<file path="src/rtl/msi_bus_responder_pkg.sv">
// msi_bus_responder_pkg: request and FSM encodings shared by the MSI snoop-bus responder and its arbiter.
package msi_bus_responder_pkg;
    typedef enum logic [2:0] {REQ_NONE, REQ_WB, REQ_WR_MISS, REQ_RD_MISS, REQ_INVAL} bus_req_t;
    typedef enum logic [2:0] {ST_IDLE, ST_SNOOP, ST_SNOOP_WAIT, ST_MEM_RD, ST_MEM_WR, ST_RESP} bus_state_t;
    function automatic bus_req_t pick_req(input logic wb, input logic wr, input logic rd, input logic inv);
        return wb ? REQ_WB : wr ? REQ_WR_MISS : rd ? REQ_RD_MISS : inv ? REQ_INVAL : REQ_NONE;
    endfunction
endpackage

</file>
<file path="src/rtl/msi_bus_responder_arbiter.sv">
// msi_rr_arbiter: 2-way round-robin core select plus per-core request-type priority (wb > wr_miss > rd_miss > inval).
module msi_rr_arbiter
    import msi_bus_responder_pkg::*;
(
    input  logic       clk,
    input  logic       rst_n,
    input  logic [1:0] i_rd_miss,
    input  logic [1:0] i_wr_miss,
    input  logic [1:0] i_inval,
    input  logic [1:0] i_wb,
    input  logic       i_take,
    output logic       o_valid,
    output logic       o_core,
    output bus_req_t   o_type
);
    logic       r_last;
    logic       w_core;
    logic [1:0] w_has;
    assign w_has   = i_rd_miss | i_wr_miss | i_inval | i_wb;
    // on a tie the core that was not granted last wins
    assign w_core  = (&w_has) ? ~r_last : w_has[1];
    assign o_valid = |w_has;
    assign o_core  = w_core;
    assign o_type  = pick_req(i_wb[w_core], i_wr_miss[w_core], i_rd_miss[w_core], i_inval[w_core]);
    always_ff @(posedge clk or negedge rst_n)
        if (!rst_n) r_last <= 1'b1;
        else if (i_take) r_last <= w_core;
endmodule

</file>
<file path="src/rtl/msi_bus_responder.sv">
// msi_bus_responder: two-core MSI snoop-bus responder (arbitrate, snoop, memory fill/writeback, respond).
// Define SHARE_WRITEBACK_EN to also write snoop-hit read-miss data back to memory.
module msi_bus_responder
    import msi_bus_responder_pkg::*;
#(
    parameter int ADDR_W = 13,
    parameter int DATA_W = 16
) (
    input  logic              clk,
    input  logic              rst_n,
    input  logic [1:0]        i_req_rd_miss,
    input  logic [1:0]        i_req_wr_miss,
    input  logic [1:0]        i_req_inval,
    input  logic [1:0]        i_req_wb,
    input  logic [ADDR_W-1:0] i_req_addr0,
    input  logic [ADDR_W-1:0] i_req_addr1,
    input  logic [DATA_W-1:0] i_req_wdata0,
    input  logic [DATA_W-1:0] i_req_wdata1,
    output logic [1:0]        o_grant,
    output logic [1:0]        o_u_rdy,
    output logic [DATA_W-1:0] o_resp_data,
    output logic [1:0]        o_cpu_search,
    output logic [1:0]        o_snoop_inval,
    output logic [ADDR_W-1:0] o_snoop_addr,
    input  logic [1:0]        i_snoop_found,
    input  logic [DATA_W-1:0] i_snoop_data0,
    input  logic [DATA_W-1:0] i_snoop_data1,
    output logic              o_mem_re,
    output logic              o_mem_we,
    output logic [ADDR_W-1:0] o_mem_addr,
    output logic [DATA_W-1:0] o_mem_wdata,
    input  logic [DATA_W-1:0] i_mem_rdata,
    input  logic              i_mem_rdy
);
`ifdef SHARE_WRITEBACK_EN
    localparam logic SHARE_WB = 1'b1;
`else
    localparam logic SHARE_WB = 1'b0;
`endif
    bus_state_t        r_state, w_next;
    bus_req_t          r_type, w_type;
    logic              r_core, w_core, w_valid, w_take, w_other, w_found;
    logic [1:0]        r_grant;
    logic [ADDR_W-1:0] r_addr;
    logic [DATA_W-1:0] r_wdata, r_resp, w_snoop_data;

    msi_rr_arbiter u_arb (
        .clk       (clk),
        .rst_n     (rst_n),
        .i_rd_miss (i_req_rd_miss),
        .i_wr_miss (i_req_wr_miss),
        .i_inval   (i_req_inval),
        .i_wb      (i_req_wb),
        .i_take    (w_take),
        .o_valid   (w_valid),
        .o_core    (w_core),
        .o_type    (w_type)
    );

    assign w_take       = (r_state == ST_IDLE) && w_valid;
    assign w_other      = ~r_core;
    assign w_found      = i_snoop_found[w_other];
    assign w_snoop_data = w_other ? i_snoop_data1 : i_snoop_data0;
    assign o_grant      = r_grant;

    always_ff @(posedge clk or negedge rst_n)
        if (!rst_n) r_state <= ST_IDLE;
        else r_state <= w_next;

    always_comb begin
        w_next = r_state;
        case (r_state)
            ST_IDLE:       w_next = w_take ? ((w_type == REQ_WB) ? ST_MEM_WR : ST_SNOOP) : ST_IDLE;
            ST_SNOOP:      w_next = (r_type == REQ_INVAL) ? ST_RESP : ST_SNOOP_WAIT;
            ST_SNOOP_WAIT: w_next = !w_found ? ST_MEM_RD : (SHARE_WB && r_type == REQ_RD_MISS) ? ST_MEM_WR : ST_RESP;
            ST_MEM_RD,
            ST_MEM_WR:     w_next = i_mem_rdy ? ST_RESP : r_state;
            ST_RESP:       w_next = ST_IDLE;
            default:       w_next = ST_IDLE;
        endcase
    end

    always_comb begin
        o_cpu_search  = 2'b00;
        o_snoop_inval = 2'b00;
        o_snoop_addr  = '0;
        o_mem_re      = 1'b0;
        o_mem_we      = 1'b0;
        o_mem_addr    = '0;
        o_mem_wdata   = '0;
        o_u_rdy       = 2'b00;
        o_resp_data   = '0;
        case (r_state)
            ST_SNOOP: begin
                o_cpu_search[w_other]  = 1'b1;
                o_snoop_inval[w_other] = (r_type == REQ_WR_MISS) || (r_type == REQ_INVAL);
                o_snoop_addr           = r_addr;
            end
            ST_MEM_RD: begin
                o_mem_re   = 1'b1;
                o_mem_addr = r_addr;
            end
            ST_MEM_WR: begin
                o_mem_we    = 1'b1;
                o_mem_addr  = r_addr;
                o_mem_wdata = r_wdata;
            end
            ST_RESP: begin
                o_u_rdy[r_core] = 1'b1;
                o_resp_data     = r_resp;
            end
            default: ;
        endcase
    end

    // r_resp is cleared on grant so writebacks and invalidates answer with zero
    always_ff @(posedge clk or negedge rst_n) begin
        if (!rst_n) begin
            r_grant <= 2'b00;
            r_core  <= 1'b0;
            r_type  <= REQ_NONE;
            r_addr  <= '0;
            r_wdata <= '0;
            r_resp  <= '0;
        end else begin
            r_grant <= w_take ? {w_core, ~w_core} : 2'b00;
            if (w_take) begin
                r_core  <= w_core;
                r_type  <= w_type;
                r_addr  <= w_core ? i_req_addr1 : i_req_addr0;
                r_wdata <= w_core ? i_req_wdata1 : i_req_wdata0;
                r_resp  <= '0;
            end
            if (r_state == ST_SNOOP_WAIT && w_found) begin
                r_resp <= w_snoop_data;
                if (SHARE_WB && r_type == REQ_RD_MISS) r_wdata <= w_snoop_data;
            end
            if (r_state == ST_MEM_RD && i_mem_rdy) r_resp <= i_mem_rdata;
        end
    end
endmodule

</file>
<file path="config.mk">
export PLATFORM = sky130hd
export DESIGN_NAME = msi_bus_responder
export DESIGN_NICKNAME = d
export VERILOG_FILES = /design/src/rtl/msi_bus_responder_pkg.sv /design/src/rtl/msi_bus_responder_arbiter.sv /design/src/rtl/msi_bus_responder.sv
export SDC_FILE = /design/constraint.sdc
export NUM_CORES = 1
export LEC_CHECK = 0
export CORE_UTILIZATION = 38
export DETAILED_ROUTE_END_ITERATION = 8
export GPL_TIMING_DRIVEN = 0
export HOLD_SLACK_MARGIN = 0.06
export PLACE_DENSITY = 0.88
export SETUP_SLACK_MARGIN = 0.3
export SLEW_MARGIN = 20
export SYNTH_ARGS = -nofsm -noshare
export SYNTH_HDL_FRONTEND = slang
export SYNTH_SLANG_ARGS = --single-unit
export TNS_END_PERCENT = 20
</file>
<file path="constraint.sdc">
create_clock -name clk -period 2 [get_ports clk]
set_input_delay 0.3 -clock clk [delete_from_list [all_inputs] [get_ports clk]]
set_output_delay 0.3 -clock clk [all_outputs]
set_load 0.05 [all_outputs]
</file>
Word-level counts from Yosys, hierarchy flattened --
Cells that the tools add are included.
Word-level totals: word-level logic and storage cells 81, flip-flop bits (word level) 55, input port bits 119
Cells by class: equal/unequal tests 9, magnitude comparators 5, bitwise operators 7, reduce and logical (&&, ||, !) cells 11, multiplexer cells 41
Operator list (count):
- $mux 16 | 7
- $mux 13 | 3
- $mux 3 | 9
- $mux 1 | 15
- $pmux 3 s4 | 1
- $eq 3x2->1 const B | 3
- $eq 3x3->1 const B | 3
- $mux 2 | 4
- $eq 3x1->1 const B | 2
- $lt 1x2->1 const B | 3
- $or 2x2->2 | 3
- $logic_and 1x1->1 | 5
- $reduce_or 2->1 | 2
- $logic_not 3->1 | 1
- $not 1->1 | 3
- $reduce_bool 3->1 | 1
- $and 2x2->2 | 1
- $demux 1 s1 | 2
- $ge 1x1->1 const B | 2
- $ne 2x1->1 const B | 1
- $reduce_and 2->1 | 1
- $logic_or 1x1->1 | 1

Depth between registers and ports, before layout --
Gate-level depths: netlist of the first run.
depth in word-level cells 15, mapped depth 7

Modules after synthesis --
Synthesis of the first run repeated with hierarchy kept, for this count alone.
Second synthesis, totals: cells, all modules 344, area, all modules 3275.6 um2
By module, submodules not included:
- msi_bus_responder | times used 1, sequential area each 1351.3 um2, area each 3099.2 um2, cells each 322
- msi_rr_arbiter | times used 1, sequential area each 26.3 um2, area each 176.4 um2, cells each 22

Least setup slack after synthesis of the first run --
Ideal clock, no wire load.
kind reg2out, start point register r_state[0], end point output port o_snoop_inval[1], slack -1.273 ns, path buffers 1, cell stages (with the launch flop) 5, required time 1.700 ns, arrival 2.973 ns, path through dfrtp_1 > clkbuf_1 > nor3b_1 > nor2b_1 > nor3b_1
Between the ends: cells in the longest elaborated chain, start to end 2
RTL lines:
- start, declared | line msi_bus_responder.sv:40 | bus_state_t r_state, w_next;
- start signal, assigned | line msi_bus_responder.sv:68 | else r_state <= w_next;
- $eq 3x1->1 | line msi_bus_responder.sv:93 | case (r_state)
- $mux 2 | line msi_bus_responder.sv:93
- end, declared | line msi_bus_responder.sv:23 | output logic [1:0] o_snoop_inval,
Every way passes these cells.

Final worst setup path of the first run --
start point register r_state[1], end point output port o_mem_addr[11]
Between the ends: cells in the longest elaborated chain, start to end 3, elaborated cells on any way between the ends 4
RTL lines:
- $eq 3x2->1 or $eq 3x3->1 (tied branches) | line msi_bus_responder.sv:93
- $reduce_or 2->1 (no line) (*)
- $mux 13 (*) | line msi_bus_responder.sv:93
- end, declared | line msi_bus_responder.sv:30 | output logic [ADDR_W-1:0] o_mem_addr,
Mark *: on every way between the ends. The rest lies on a longest branch, timed or not.

==> impl_summary.txt, run 1 <==
----------------------------------------------------
[Critical path]
  Worst Setup Start Kind ... flop
  Biggest cell delay along the critical path ... 0.41 ns
  Required time worst endpoint ... 1.70 ns
  Kind of cell adding the most delay to the critical path ... simple AND/OR/NAND/NOR gates
  Critical path buffer and inverter count ... 3
  Worst setup path start ... r_state[1]
  Top cell by count, worst path ... sky130_fd_sc_hd__buf_8
  Startpoint-to-endpoint class of the critical path ... flop to output port
  Crit-path slowest cell ... sky130_fd_sc_hd__dfrtp_1
  FF-to-FF path depth ... 6
  Reg-to-Reg Start ... r_state[2]
  CP max FO ... 5
  Sequence of cells on the critical path ... buf_4 > and3b_2 > or2_4 > buf_8 > and2_4 > buf_8
  Number of logic stages on the critical path including buffering ... 6
  Critical Path End Type ... output port
  RR Endpoint ... r_resp[15]
  Setup slack of the most critical reg-to-reg path ... -0.03 ns
  Crit path arrival time ... 1.81 ns
  Capture point of the worst path ... o_mem_addr[11]

[Synthesis]
  Ys async rst share ... 1.00
  Number of unique standard cell types used by synthesis ... 40
  Avg Inst Size Synth ... 10.2 um2
  Yosys warns ... 0
  Post-synthesis cell type with the largest combined area ... sky130_fd_sc_hd__dfrtp_1
  Nets in the synthesized netlist ... 424
  Mapped Cells ... 305
  Synthesized cell area ... 3120 um2
  Post-synthesis sequential area ratio ... 0.441
  Fraction of post-synthesis cell area in the top cell type by area ... 0.433
  Number of synthesized flops with an enable pin ... 0
  Register bit total from synthesis ... 55
  Largest cells by area after synthesis ... sky130_fd_sc_hd__dfrtp_1, sky130_fd_sc_hd__and2_1, sky130_fd_sc_hd__a221o_1
  Ys flop type ... sky130_fd_sc_hd__dfrtp_1

[Clock tree]
  # clock sinks ... 55
  Clock root buffer master ... sky130_fd_sc_hd__clkbuf_8
  Maximum buffer depth of the clock tree ... 2
  Clock insertion delay at the later pin of the skew report ... 0.32 ns
  TritonCTS clock tree ... yes
  Clk pin slew, worst setup/hold paths ... 0.10 ns
  TritonCTS Buffers ... 5
  H-Tree Level Count ... 2

[Placed design]
  RD Place Congestion ... 0.847
  Setup WS pre-CTS ... -0.725 ns
  Placed wire-length estimate after detailed placement ... 7.84 mm
  Placed inst area ... 5250 um2
  Number of input and output port buffers inserted ... 186

[Finish]
  Final Net Count ... 637
  Synthesis-to-finish area growth ... 94.4%
  Fraction of final layout cells with drive strength greater than 1 ... 0.378
  Layout filler cell count ... 501
  Final cell area excluding filler cells ... 6070 um2
  Multi-input gate area in the final layout ... 1930 um2
  Number of antenna cells inserted ... 0
  Area used by sequential logic in the layout ... 1380 um2

[Min path]
  Hold Crit Class ... input pin to flop
  Number of cells traversed by the worst hold path ... 3
  Hold path startpoint ... i_req_rd_miss[1]

[Floorplan]
  Num rows ... 32
  Number of top-level pins ... 187
  Core outline area ... 7850 um2
  Vertical die dimension ... 92.7 um
  Initial Util ... 0.398
  Total die area ... 8590 um2
  Die boundary width ... 92.7 um

[Global route]
  Sum of overflow across all layers after global routing ... 0
  Vias in the first global route ... 3,299
  Global-route wire length before repair ... 16.9 mm
  Largest net degree at the start of global routing ... 56
  Number of antenna violations at the first check in global routing ... 0
  All-layer global routing usage ... 0.252

[Timing]
  Clock tree skew after final layout ... 0.00968 ns
  Worst slew margin ... 0.493
  RSZ-0062 raised after global routing ... true
  Final slew viol count ... 0
  Slew at the pin with the worst max-slew slack ... 0.761 ns
  Final setup slack of the worst path ... -0.112 ns
  Tcrit/Tclk final ... 1.06
  Fmax achieved ... 474 MHz
  Final Hold Violating Endpoints ... 0
  Total of endpoints with negative setup slack in the final report ... 36
  Final worst path period need ... 2.11 ns

[Route]
  # DRC ... 0
  Count of antenna-violating nets left after detailed routing ... 0
  Number of violations reported at the end of detailed-routing iteration 0 ... 141
  Routed length per instance ... 19.3 um
  Final routed wirelength across all metal layers ... 12.0 mm
  Via count ... 3,356
  Drt pass-1 iters ... 4
  DR vias/cell ... 5.40

[Outcome]
  Violations in the final reports ... negative setup slack
  Run status ... finished with violations

[Job]
  Reported max-cap violation count ... 0

[Pwr]
  Part of the total power dissipated in the clock network ... 0.081
  VDD IR-drop max ... 0.000982 V
  Switching power as a share of total power ... 0.436
  Share of total power in sequential cells ... 0.214
  Design internal power ... 5.43 mW
  Lkg Pwr ... 2.77 nW
  PwrDens ... 1590 nW/um2
  Total net switching power ... 4.20 mW
  Combinational fraction of design power ... 0.705

----------------------------------------------------
repair_timing:
| item | in CTS | in global routing |
|---|---|---|
| cloned | 2 | 2 |
| gates resized for setup | 483 | 136 |
| hold endpoints to repair | 23 | 0 |
| setup buffers | 7 | 8 |
| pin swaps | 10 | 45 |
| setup endpoints to repair | 121 | 120 |
| hold buffers | 1 | 0 |
cells by family after synthesis:
logic type | Yosys count | synth area share
buffers and inverters | 27 | 0.0368
AOI/OAI and AO/OA | 63 | 0.188
and+or+nand+nor | 141 | 0.274
muxes | 18 | 0.0577
xor gates and xnor gates | 1 | 0.00280
DFF | 55 | 0.441
power by group through the flow:
stage	registers (mW)	logic, mW	clock network [mW]
2_1_floorplan	1.96	3.66	0
3_3_place_gp	1.97	5.13	0
3_5_place_dp	2.00	5.22	0
4_1_cts	1.99	5.82	0.793
5_1_grt	2.12	7.11	0.826
6_report	2.06	6.79	0.777
sequential cells by signal (all words and copies together) (netlist names):
signal and count:
r_type 3, r_core 1, r_resp 16, u_arb.r_last 1, r_state 3, r_addr 13, o_grant 2, r_wdata 16
synth_stat cells, drive strengths merged (2+ instances only):
cell type,number
a21o,2
clkbuf,19
a22o,2
or4b,2
dfrtp,54
nand2,3
nor3,3
nor2,22
a221o,45
o211ai,2
mux2i,18
nor3b,5
nand3,2
nor2b,2
or4,2
a21oi,2
o21a,2
o21ai,3
nand3b,3
and2,90
buf,7
and3b,2
layout by cell type, fill, tap and decap left out, types with 13 or more instances in the layout:
cell / instances
sky130_fd_sc_hd__buf_6: 39
sky130_fd_sc_hd__mux2i_1: 18
sky130_fd_sc_hd__clkdlybuf4s50_1: 110
sky130_fd_sc_hd__buf_4: 13
sky130_fd_sc_hd__and2_4: 58
sky130_fd_sc_hd__dfrtp_1: 54
sky130_fd_sc_hd__nor2_1: 20
sky130_fd_sc_hd__a221o_1: 45
sky130_fd_sc_hd__buf_8: 44
sky130_fd_sc_hd__and2_1: 32
area by class of cell:
class                           instances  area share
Clock buffer                            6      0.0136
Multi-Input combinational cell        223       0.317
Clock inverter                          2     0.00577
Buffer                                 26      0.0439
Sequential cell                        55       0.227
Tap cell                              102      0.0210
Timing Repair Buffer                  206       0.371
Inverter                                1    0.000618
metal layers:
metal | routed length [um] | up-vias | track usage
met2 | 6210 | 183 | 0.451
li1 | - | 1532 | -
met1 | 4500 | 1618 | 0.294
met4 | 299 | 0 | 0.0756
met5 | 0 | - | 0
met3 | 975 | 23 | 0.0665
worst min-delay path by stage:
stage                  to  slack [ns]
4_1_cts         r_type[0]        0.46
5_1_grt         r_type[0]        0.42
3_5_place_dp   o_grant[1]        0.40
6_report        r_type[0]        0.39
3_3_place_gp   r_resp[15]        0.49
2_1_floorplan  o_grant[0]       0.004
through the flow:
stage | hold slack, ns | TNS, ns | instances | util | power [mW]
2_1_floorplan | 0.00441 | 0 | 305 | - | 5.62
3_3_place_gp | 0.488 | -101.82 | 593 | 0.669 | 7.09
3_5_place_dp | 0.403 | -50.14 | 593 | 0.669 | 7.22
4_1_cts | 0.459 | -3.04 | 611 | 0.713 | 8.60
5_1_grt | 0.421 | -4.17 | 621 | 0.774 | 10.1
6_report | 0.388 | -1.65 | 621 | 0.774 | 9.62
worst reg2reg max path, stage by stage (launching register included):
cell and delay, ns:
sky130_fd_sc_hd__dfrtp_1 0.41, sky130_fd_sc_hd__buf_6 0.14, sky130_fd_sc_hd__buf_4 0.16, sky130_fd_sc_hd__nor4b_1 0.56
sky130_fd_sc_hd__nor3_4 0.15, sky130_fd_sc_hd__buf_6 0.18, sky130_fd_sc_hd__a221o_1 0.31
No activity file was read; power rests on OpenSTA's default activity.
==> run 2, diff against run 1 <==
CORE_MARGIN = 2   (was not set)
==> run 2 against run 1 <==
Against the previous run:
- the flow still finishes with violations (negative setup slack)
- largest power group unchanged
- cell count increased by 0.64%
- hold slack improved by 0.0091 ns
- critical path depth is the same
==> impl_summary.txt, run 2 (synthesis results as in run 1) <==
----------------------------------------------------
[Route]
  Via count ... 3,449
  Final routed wirelength across all metal layers ... 12.0 mm
  DR vias/cell ... 5.52
  Count of antenna-violating nets left after detailed routing ... 0
  Routed length per instance ... 19.1 um
  Number of violations reported at the end of detailed-routing iteration 0 ... 177
  Drt pass-1 iters ... 4
  # DRC ... 0

[Timing]
  Fmax achieved ... 474 MHz
  Tcrit/Tclk final ... 1.06
  Final worst path period need ... 2.11 ns
  Final Hold Violating Endpoints ... 0
  Worst hold slack after final layout ... 0.397 ns
  RSZ-0062 raised after global routing ... true
  Total of endpoints with negative setup slack in the final report ... 32
  Final slew viol count ... 0
  Accumulated negative setup slack ... -1.97 ns
  Clock tree skew after final layout ... 0.00263 ns
  Worst slew margin ... 0.512
  Slew at the pin with the worst max-slew slack ... 0.732 ns
  Final setup slack of the worst path ... -0.111 ns

[Clock tree]
  TritonCTS clock tree ... yes
  H-Tree Level Count ... 2
  Clock insertion delay at the later pin of the skew report ... 0.31 ns
  Maximum buffer depth of the clock tree ... 2
  # clock sinks ... 55
  TritonCTS Buffers ... 5
  Clk pin slew, worst setup/hold paths ... 0.09 ns
  Clock root buffer master ... sky130_fd_sc_hd__clkbuf_8

[Placed design]
  Placed inst area ... 5250 um2
  Cell count after placement ... 596
  Placed wire-length estimate after detailed placement ... 8.05 mm
  RD Place Congestion ... 0.803
  Number of input and output port buffers inserted ... 186

[Critical path]
  Crit path arrival time ... 1.81 ns
  Worst Setup Start Kind ... flop
  CP max FO ... 10
  Setup slack of the most critical reg-to-reg path ... -0.06 ns
  Required time worst endpoint ... 1.70 ns
  Critical Path End Type ... output port
  Startpoint-to-endpoint class of the critical path ... flop to output port

[Floorplan]
  Vertical die dimension ... 94.7 um
  Die boundary width ... 94.7 um
  Total die area ... 8960 um2
  Initial Util ... 0.386
  Num rows ... 33
  Core outline area ... 8090 um2
  Number of top-level pins ... 187

[Global route]
  Global-route wire length before repair ... 17.2 mm
  Number of antenna violations at the first check in global routing ... 0
  Sum of overflow across all layers after global routing ... 0
  Largest net degree at the start of global routing ... 56
  Vias in the first global route ... 3,343
  All-layer global routing usage ... 0.248

[Finish]
  Leading cell type in the layout, fill and taps excluded ... sky130_fd_sc_hd__clkdlybuf4s50_1
  Fraction of final layout cells with drive strength greater than 1 ... 0.367
  Top library cells by usage in the layout, fill and taps aside ... sky130_fd_sc_hd__clkdlybuf4s50_1, sky130_fd_sc_hd__dfrtp_1, sky130_fd_sc_hd__and2_4
  Final Net Count ... 639
  Layout filler cell count ... 553
  Number of antenna cells inserted ... 0
  Leading registers by flop count ... r_resp x16, r_wdata x16, r_addr x13
  Core Util, Final ... 0.751
  Final cell area excluding filler cells ... 6080 um2
  Fin cells ... 625
  Synthesis-to-finish area growth ... 94.5%

[Outcome]
  Violations in the final reports ... negative setup slack
  Run status ... finished with violations

[Pwr]
  PwrDens ... 1540 nW/um2
  Lkg Pwr ... 2.78 nW
  VDD IR-drop max ... 0.00106 V

[Min path]
  Hold Crit Class ... input pin to flop

[Job]
  Reported max-cap violation count ... 0

----------------------------------------------------
==> run 2: power by group <==
part           leakage (nW)  total, mW  internal, mW  switching [mW]
clock network        0.0470      0.632         0.273           0.359
registers             0.700       2.04          1.67           0.374
logic                  2.03       6.68          3.28            3.40
total                  2.78       9.35          5.22            4.13
==> run 2: metrics by stage <==
step	total power [mW]	setup slack [ns]
3_3_place_gp	7.10	-1.00
4_1_cts	8.52	-0.125
6_report	9.35	-0.111
3_5_place_dp	7.21	-0.726
2_1_floorplan	5.62	0.0320
5_1_grt	9.82	-0.168
==> run 2: cell type report <==
type | instances | area (um2) | area share
inverter | 1 | 3.75 | 0.000618
tap | 105 | 131 | 0.0216
sequential | 55 | 1380 | 0.227
buffer | 26 | 285 | 0.0470
clock buffer | 6 | 82.6 | 0.0136
multi-input combinational | 223 | 1920 | 0.315
timing repair buffer | 208 | 2270 | 0.374
clock inverter | 1 | 5.00 | 0.000824
==> run 2: path summary, 6_finish.rpt <==
| kind | cells after the start | end | from |
|---|---|---|---|
| worst max-delay path | 6 | o_mem_addr[5] | r_state[2] |
| worst min-delay path | 3 | r_type[0] | i_req_rd_miss[1] |
| worst max register to register | 6 | r_resp[11] | r_state[2] |
| worst min register to register | 1 | r_resp[13] | r_resp[13] |
| max in group asynchronous | 2 | r_wdata[14] | rst_n |
| min in group asynchronous | 2 | r_addr[6] | rst_n |
==> run 2: worst max-delay path, cell delays in order (launching register included) <==
cell,delay (ns)
sky130_fd_sc_hd__dfrtp_1,0.39
sky130_fd_sc_hd__buf_6,0.14
sky130_fd_sc_hd__and3b_2,0.23
sky130_fd_sc_hd__or2_4,0.28
sky130_fd_sc_hd__clkbuf_16,0.17
sky130_fd_sc_hd__and2_4,0.16
sky130_fd_sc_hd__buf_8,0.14
==> run 2: repair_timing <==
item,4_1_cts,5_1_grt
cloned,4,2
buffers inserted,5,10
resized for setup,497,120
hold buffers,1,0
endpoints found under the hold margin,51,0
pin swaps,13,22
setup endpoints to repair,121,120
==> run 2: routing by layer <==
metal	global-route usage	vias up	part of all wire
li1	-	1540	-
met1	0.306	1709	0.37
met2	0.427	177	0.51
met3	0.0670	23	0.093
met4	0.0700	0	0.021
met5	0	-	0
==> run 3, diff against run 2 <==
clock period = 2.06 ns   (was 2 ns; I/O delays follow)
==> run 3 against run 2 <==
Against the previous run:
- the run still ends with negative setup slack left
- sequential power decreased by 3%
- cell count increased by 1.4%
- non-clock buffer count increased by 8
==> impl_summary.txt, run 3 (synthesis results as in run 1) <==
----------------------------------------------------
[Critical path]
  Kind of cell adding the most delay to the critical path ... simple AND/OR/NAND/NOR gates
  Critical path buffer and inverter count ... 3
  Worst Setup Start Kind ... flop
  Biggest cell delay along the critical path ... 0.42 ns
  Startpoint-to-endpoint class of the critical path ... flop to output port
  Crit-path slowest cell ... sky130_fd_sc_hd__dfrtp_1
  CP max FO ... 5
  Critical Path End Type ... output port
  Top cell by count, worst path ... sky130_fd_sc_hd__buf_8
  Sequence of cells on the critical path ... buf_4 > and3b_2 > or2_4 > buf_8 > and2_4 > buf_8
  Required time worst endpoint ... 1.75 ns
  Crit path arrival time ... 1.82 ns

[Floorplan]
  Core outline area ... 8090 um2
  Num rows ... 33
  Total die area ... 8960 um2
  Number of top-level pins ... 187
  Initial Util ... 0.386
  Vertical die dimension ... 94.7 um
  Die boundary width ... 94.7 um

[Timing]
  Fmax achieved ... 470 MHz
  Total of endpoints with negative setup slack in the final report ... 22
  Final setup slack of the worst path ... -0.0685 ns
  Worst slew margin ... 0.535
  Accumulated negative setup slack ... -0.804 ns
  RSZ-0062 raised after global routing ... true
  Final Hold Violating Endpoints ... 0
  Final slew viol count ... 0
  Slew at the pin with the worst max-slew slack ... 0.698 ns
  Tcrit/Tclk final ... 1.03
  Clock tree skew after final layout ... 0.00926 ns
  Final worst path period need ... 2.13 ns

[Pwr]
  Part of the total power dissipated in the clock network ... 0.063
  Design internal power ... 5.08 mW
  PwrDens ... 1510 nW/um2
  Total net switching power ... 4.10 mW
  Share of total power in sequential cells ... 0.216
  Combinational fraction of design power ... 0.721
  Lkg Pwr ... 2.79 nW
  VDD IR-drop max ... 0.000888 V
  Switching power as a share of total power ... 0.447
  Power, Total ... 9.18 mW

[Route]
  Via count ... 3,449
  Drt pass-1 iters ... 5
  DR vias/cell ... 5.44
  Count of antenna-violating nets left after detailed routing ... 0
  Final routed wirelength across all metal layers ... 12.5 mm
  Routed length per instance ... 19.7 um
  Number of violations reported at the end of detailed-routing iteration 0 ... 133
  # DRC ... 0

[Finish]
  Number of antenna cells inserted ... 0
  Synthesis-to-finish area growth ... 95.0%
  Final Net Count ... 647
  Layout filler cell count ... 500
  Fraction of final layout cells with drive strength greater than 1 ... 0.361
  Top library cells by usage in the layout, fill and taps aside ... sky130_fd_sc_hd__clkdlybuf4s50_1, sky130_fd_sc_hd__and2_1, sky130_fd_sc_hd__dfrtp_1
  Leading cell type in the layout, fill and taps excluded ... sky130_fd_sc_hd__clkdlybuf4s50_1
  Leading registers by flop count ... r_resp x16, r_wdata x16, r_addr x13

[Outcome]
  Violations in the final reports ... negative setup slack
  Run status ... finished with violations

[Clock tree]
  TritonCTS Buffers ... 5
  Clk pin slew, worst setup/hold paths ... 0.10 ns
  # clock sinks ... 55
  TritonCTS clock tree ... yes
  Clock insertion delay at the later pin of the skew report ... 0.30 ns
  Maximum buffer depth of the clock tree ... 2
  Clock root buffer master ... sky130_fd_sc_hd__clkbuf_8
  H-Tree Level Count ... 2

[Placed design]
  Placed wire-length estimate after detailed placement ... 8.53 mm
  RD Place Congestion ... 0.788
  Number of input and output port buffers inserted ... 186

[Global route]
  Global-route wire length before repair ... 17.9 mm
  Vias in the first global route ... 3,548
  All-layer global routing usage ... 0.257
  Sum of overflow across all layers after global routing ... 0
  Number of antenna violations at the first check in global routing ... 0
  Largest net degree at the start of global routing ... 56

[Job]
  Reported max-cap violation count ... 0

[Min path]
  Hold Crit Class ... input pin to async pin

----------------------------------------------------
==> run 3: cell count changes in the layout (fill, tap and decap cells not counted), sizes merged <==
cell and change:
buf +8, clkbuf +2, clkdlybuf4s15 +1, dlygate4sd3 -1, dlygate4sd2 -1
==> run 3: worst register-to-register path, stage by stage, from the launching register on <==
cell and delay [ns]:
sky130_fd_sc_hd__dfrtp_1 0.42, sky130_fd_sc_hd__buf_4 0.15, sky130_fd_sc_hd__and3b_2 0.21, sky130_fd_sc_hd__buf_4 0.13
sky130_fd_sc_hd__and2_1 0.15, sky130_fd_sc_hd__buf_6 0.14, sky130_fd_sc_hd__nor3_4 0.30, sky130_fd_sc_hd__buf_6 0.18
sky130_fd_sc_hd__a221o_1 0.16
==> run 3: timing repair <==
item / in CTS / in global routing
cloned: 6 / 2
hold buffers: 0 / 0
pin swaps: 34 / 17
resized for setup: 550 / 75
setup endpoints to repair: 119 / 120
setup buffers: 9 / 13
==> run 3: power by group through the flow <==
stage / Combinational [mW] / Sequential (mW) / Clock (mW)
after floorplan: 3.50 / 1.90 / 0
after global placement: 4.95 / 1.91 / 0
after detailed placement: 5.07 / 1.94 / 0
after CTS: 5.95 / 1.95 / 0.593
after global routing: 6.93 / 2.03 / 0.637
final: 6.62 / 1.98 / 0.579
==> run 3: per-stage QoR <==
| stage | util | area, um2 | cells | worst slack [ns] | hold WS (ns) |
|---|---|---|---|---|---|
| after detailed placement | 0.647 | 5240 | 596 | -0.665 | 0.410 |
| after CTS | 0.717 | 5800 | 619 | -0.0797 | 0.0795 |
| final | 0.753 | 6090 | 634 | -0.0685 | 0.0476 |
| after global placement | 0.648 | 5240 | 596 | -1.02 | 0.489 |
| after floorplan | - | 3250 | 305 | 0.0830 | 0.0134 |
| after global routing | 0.753 | 6090 | 634 | -0.142 | 0.101 |
==> run 3: final timing paths <==
path                            endpoint  slack [ns]  cells past startpoint              from
max reg2reg                   r_resp[11]        0.17                      8        r_state[1]
min in group clk               r_type[0]        0.39                      3  i_req_rd_miss[1]
max                        o_mem_addr[3]       -0.07                      6        r_state[1]
min                           r_addr[10]        0.05                      1             rst_n
min reg2reg                    r_resp[7]        0.52                      1         r_resp[7]
max in group asynchronous      r_type[1]        1.54                      1             rst_n
==> run 3: final cells by class <==
type,count,area [um2],area share
buffer,26,288,0.0472
inverter,1,3.75,0.000616
timing repair buffer,216,2320,0.380
clock buffer,7,76.3,0.0125
sequential,55,1380,0.226
multi-input combinational,223,1890,0.311
clock inverter,1,5.00,0.000822
tap,105,131,0.0216
==> run 3: per-layer routing <==
metal	part of all wire	up-vias	GRT usage	wire length [um]
met2	0.51	182	0.465	6330
li1	-	1558	-	-
met3	0.091	33	0.0726	1140
met1	0.37	1676	0.284	4590
met4	0.034	0	0.0978	420
met5	0	-	0	0
